### src/rtl/instr_player.sv
// Read side of the instruction queue: pops 5-bit instructions one at a time,
// runs each for STEP_CYCLES with torque PWM and direction, then a dead gap.
module instr_player #(
  parameter int STEP_CYCLES = 50_000_000,
  parameter int DEAD_CYCLES = 500_000,
  parameter int PWM_STEP    = 100
) (
  input  logic       clk,
  input  logic       rst_n,
  input  logic       start,
  input  logic       abort,
  input  logic       fifo_empty,
  input  logic [4:0] fifo_data,
  output logic       fifo_re,
  output logic       busy,
  output logic       done,
  output logic [4:0] cur_instr,
  output logic [7:0] step_count,
  output logic       left_pwm,
  output logic       left_rev,
  output logic       right_pwm,
  output logic       right_rev
);

  localparam int TIMER_MAX  = (STEP_CYCLES > DEAD_CYCLES) ? STEP_CYCLES : DEAD_CYCLES;
  localparam int TIMER_W    = $clog2(TIMER_MAX);
  localparam int PWM_PERIOD = 7 * PWM_STEP;
  localparam int PWM_W      = $clog2(PWM_PERIOD + 1);

  localparam logic [TIMER_W-1:0] STEP_LAST  = TIMER_W'(STEP_CYCLES - 1);
  localparam logic [TIMER_W-1:0] DEAD_LAST  = TIMER_W'(DEAD_CYCLES - 1);
  localparam logic [PWM_W-1:0]   PWM_LAST   = PWM_W'(PWM_PERIOD - 1);
  localparam logic [PWM_W-1:0]   PWM_STEP_W = PWM_W'(PWM_STEP);

  typedef enum logic [2:0] {
    IDLE,
    FETCH,
    LOAD,
    RUN,
    GAP,
    FINISH
  } state_t;

  state_t state, next_state;

  logic [TIMER_W-1:0] timer;
  logic [PWM_W-1:0]   pwm_cnt;
  logic [PWM_W-1:0]   duty;
  logic [4:0]         instr;
  logic               pwm_q;

  logic       motors_on;
  logic       busy_d;
  logic       done_d;
  logic       pwm_d;
  logic       left_rev_d;
  logic       right_rev_d;
  logic [4:0] cur_instr_d;

  // Torque 7 gives duty == period, so the output stays constantly high.
  assign duty = PWM_W'(instr[4:2]) * PWM_STEP_W;

  always_ff @(posedge clk or negedge rst_n) begin
    if (!rst_n) begin
      state <= IDLE;
    end else begin
      state <= next_state;
    end
  end

  always_comb begin
    next_state = state;
    if (abort) begin
      next_state = IDLE;
    end else begin
      case (state)
        IDLE:    if (start) next_state = FETCH;
        FETCH:   next_state = fifo_empty ? FINISH : LOAD;
        LOAD:    next_state = RUN;
        RUN:     if (timer == STEP_LAST) next_state = GAP;
        GAP:     if (timer == DEAD_LAST) next_state = FETCH;
        FINISH:  next_state = IDLE;
        default: next_state = IDLE;
      endcase
    end
  end

  // Next-cycle values of the registered outputs; abort kills the motors on the same edge.
  always_comb begin
    fifo_re     = (state == FETCH) && !fifo_empty;
    motors_on   = (state == RUN) && !abort;
    busy_d      = (state != IDLE) && (next_state != IDLE);
    done_d      = (state == FINISH) && !abort;
    pwm_d       = motors_on && (pwm_cnt < duty);
    left_rev_d  = motors_on && (instr[1] ^ instr[0]);
    right_rev_d = motors_on && instr[0];
    cur_instr_d = motors_on ? instr : 5'd0;
  end

  always_ff @(posedge clk or negedge rst_n) begin
    if (!rst_n) begin
      timer   <= '0;
      pwm_cnt <= '0;
      instr   <= '0;
    end else begin
      if ((next_state != state) || ((state != RUN) && (state != GAP))) begin
        timer <= '0;
      end else begin
        timer <= timer + 1'b1;
      end

      if (state == RUN) begin
        pwm_cnt <= (pwm_cnt == PWM_LAST) ? '0 : pwm_cnt + 1'b1;
      end else begin
        pwm_cnt <= '0;
      end

      if (state == LOAD) begin
        instr <= fifo_data;
      end
    end
  end

  always_ff @(posedge clk or negedge rst_n) begin
    if (!rst_n) begin
      step_count <= '0;
    end else if ((state == IDLE) && start && !abort) begin
      step_count <= '0;
    end else if ((state == RUN) && (next_state == GAP) && (step_count != 8'hFF)) begin
      step_count <= step_count + 8'd1;
    end
  end

  always_ff @(posedge clk or negedge rst_n) begin
    if (!rst_n) begin
      busy      <= 1'b0;
      done      <= 1'b0;
      cur_instr <= '0;
      pwm_q     <= 1'b0;
      left_rev  <= 1'b0;
      right_rev <= 1'b0;
    end else begin
      busy      <= busy_d;
      done      <= done_d;
      cur_instr <= cur_instr_d;
      pwm_q     <= pwm_d;
      left_rev  <= left_rev_d;
      right_rev <= right_rev_d;
    end
  end

  assign left_pwm  = pwm_q;
  assign right_pwm = pwm_q;

endmodule

### config.mk
export PLATFORM = sky130hd
export DESIGN_NAME = instr_player
export DESIGN_NICKNAME = d
export VERILOG_FILES = /design/src/rtl/instr_player.sv
export SDC_FILE = /design/constraint.sdc
export NUM_CORES = 1
export LEC_CHECK = 0
export BUFFER_PORTS_ARGS = -buffer_cell sky130_fd_sc_hd__buf_2
export CORE_MARGIN = 2
export CORE_UTILIZATION = 45
export CTS_CLUSTER_DIAMETER = 60
export DETAILED_ROUTE_END_ITERATION = 10
export GPL_TIMING_DRIVEN = 1
export SYNTH_ARGS = -nofsm -noshare
export SYNTH_HDL_FRONTEND = slang
export SYNTH_SLANG_ARGS = --single-unit
### constraint.sdc
create_clock -name clk -period 2.15 [get_ports clk]
set_input_delay 0.3225 -clock clk [delete_from_list [all_inputs] [get_ports clk]]
set_output_delay 0.3225 -clock clk [all_outputs]
set_load 0.03 [all_outputs]
==> results.yml <==
run_status:
  status: "finished clean"
logic_synthesis:
  synth_top_cells_by_count: "dfrtp_1, nor2_1, nand2_1"
  postSynthCellCount: 321
  ys_top_cells_by_area: "dfrtp_1, nor2_1, ha_1, xor2_1, xnor2_1"
  synth_area_um2: 3180
  ys_seq_area_share_pct: 47.9
  yosys.area.top_type_share_pct: 47.9
  synth_flop_cell: "dfrtp_1"
  yosys.area.top_type: "dfrtp_1"
  ys_async_sr_fraction_pct: 100
  synth.most_common_cell: "dfrtp_1"
  ys_ff_latch: 61
  synth-edff-count: 0
  syn-num-nets: 346
  ys_warn_count: 0
  yosysUniqueCellTypes: 43
  synth.avg_cell_area_um2: 9.92
clocking:
  cts_made_buffers: 9
  clock_latency_ns: 0.34
  cts.sink_count: 61
  tritoncts: "done"
  cts_buffer_depth: 2
  clk_root_buffer_cell: "clkbuf_8"
  ctsHtreeMaxLevel: 3
  path_clk_slew_ns: 0.06
floorplanning:
  dieArea_um2: 7770
  die_w_um: 88.1
  dieHeight_um: 88.1
  coreArea_um2: 6830
  start_util_pct: 46.6
  io_pins: 30
  num_rows: 30
placed_design:
  io_buffers: 29
  gp_congestion: 0.792
  hpwl_mm: 4.30
sta:
  post-route-period-util_pct: 93.7
  setup_violations: 0
  max_freq_mhz: 497
  fin_hold_ws_ns: 0.188
  rsz0062_at_grt: "false"
  finalMaxSlewViolations: 0
  skew_ns: 0.0107
  period_minus_slack_ns: 2.01
  finalHoldViolCount: 0
  fin_setup_tns_ns: 0
  tightest_slew_ns: 0.532
  slew_headroom_pct: 64.5
global_routing:
  grt_util_all_layers_pct: 18.0
  grt_max_degree: 40
  gr-total-overflow: 0
  grt_pass1_vias: 2296
  antenna_found_initial: 0
  grt_pass1_wl_mm: 10.8
critical_path:
  worst-path-max-fanout: 6
  timing.rr.start: "timer[0]"
  crit_arrival_ns: 2.27
  startpoint: "timer[0]"
  start_kind: "flip-flop"
  path_class: "reg -> reg"
  critPathRequiredTime_ns: 2.40
  endpoint_kind: "flip-flop"
finish:
  fillers: 653
  fin_nets: 395
  drive_above_1_share_pct: 19.2
  post-route-util_pct: 55.4
  syn_to_final_growth_pct: 18.9
  diodes: 0
hold_path:
  hold_start: "fifo_data[3]"
  hold_path_class: "in -> reg"
power:
  peakVddDrop_uv: 481
  powerDensity_nw_per_um2: 732
  p_leak_uw: 0.00178
routing:
  wl_per_cell_um: 13.1
  ant_nets: 0
  vias_per_cell: 5.10
  postRouteWirelength_mm: 6.15
  dr.pass1.iters: 4
  post-route-drc-count: 0
  route.vias.total: 2401
  drt_iter0_markers: 71
job:
  maxCapViolations: 0
[area by class of cell]
type                    count  area [um^2]  area share (%)
repair buffers             47          308            8.13
multi-input cells         238         1570            41.5
inverters                  13         48.8            1.29
clock buffers              13          169            4.46
well taps                  96          120            3.17
clock inverters             3         42.5            1.12
flip-flops and latches     61         1530            40.3
[kinds of logic after synthesis]
family / Yosys count / synth area share, %
buffers and inverters: 22 / 3.22
DFF: 61 / 47.9
muxes: 5 / 1.65
AOI/OAI and AO/OA: 27 / 6.37
xor gates and xnor gates: 35 / 9.63
and+or+nand+nor: 156 / 25.3
adders and majority gates: 15 / 5.89
[flip-flops by register name (all words and copies together) (netlist names)]
| register | cells |
|---|---|
| busy | 1 |
| cur_instr | 5 |
| done | 1 |
| instr | 5 |
| left_pwm | 1 |
| left_rev | 1 |
| pwm_cnt | 10 |
| state | 3 |
| step_count | 8 |
| timer | 26 |
[worst max-delay path, stage by stage, from the launching register on]
cell	delay, ns
dfrtp_1	0.38
ha_2	0.22
and4_4	0.25
nand2_1	0.12
o32a_1	0.38
o22ai_4	0.19
and3_1	0.21
mux2i_1	0.18
[per-stage QoR]
step                      area (um^2)  instances  total power [uW]  worst slack (ns)
after global placement           3530        452              1710             0.105
after detailed placement         3530        452              1720            0.0204
after global routing             3790        471              2940           0.00260
final                            3790        471              2770             0.136
after CTS                        3760        469              2800            0.0114
after floorplan                  3180        321              1580             0.191
[cell usage in the layout, fill, tap and decap left out, types with 2 or more instances in the layout]
master and n:
a211oi_1 3, a21boi_0 2, a21o_1 6, a31oi_1 2, and2_1 4, and3_1 12
and4_1 4, buf_12 2, buf_2 29, buf_4 15, clkbuf_8 12, dfrtp_1 61
ha_1 14, inv_1 13, mux2_2 2, mux2i_1 3, nand2_1 27, nand2b_1 2
nand3_1 19, nand3b_1 2, nand4_1 5, nand4b_1 4, nor2_1 55, nor3_1 4
nor4_1 2, nor4_2 2, nor4b_1 2, nor4bb_1 3, o21ai_0 6, or2_2 2
or3_1 2, xnor2_1 14, xor2_1 21
[path summary, 6_finish.rpt]
kind	to	slack (ns)	cells past startpoint
setup / recovery	step_count[2]	0.14	7
hold / removal	instr[3]	0.19	3
setup reg to reg	step_count[2]	0.14	7
hold reg to reg	pwm_cnt[0]	0.46	1
max in group asynchronous	timer[24]	1.05	3
min in group asynchronous	pwm_cnt[2]	0.49	2
[power breakdown]
part	switching (uW)	internal, uW	leakage [uW]
Combinational	248	204	0.000836
Clock	436	629	0.000106
Sequential	46.4	1210	0.000841
Total	731	2040	0.00178
[timing repair]
action | CTS | global route
gates resized for setup | 1 | 4
pin swaps | 0 | 2
cloned | 0 | 0
buffers inserted | 0 | 2
endpoints found under the setup margin | 1 | 36
endpoints found under the hold margin | 22 | 0
hold buffers | 1 | 0
[layer usage]
layer	global-route usage, %	share of wire, %	vias up
li1	-	-	1203
met1	24.4	49	1150
met2	27.8	46	40
met3	5.94	3.8	8
met4	4.96	1.0	0
met5	0	0	-
No activity file was read; power rests on OpenSTA's default activity.
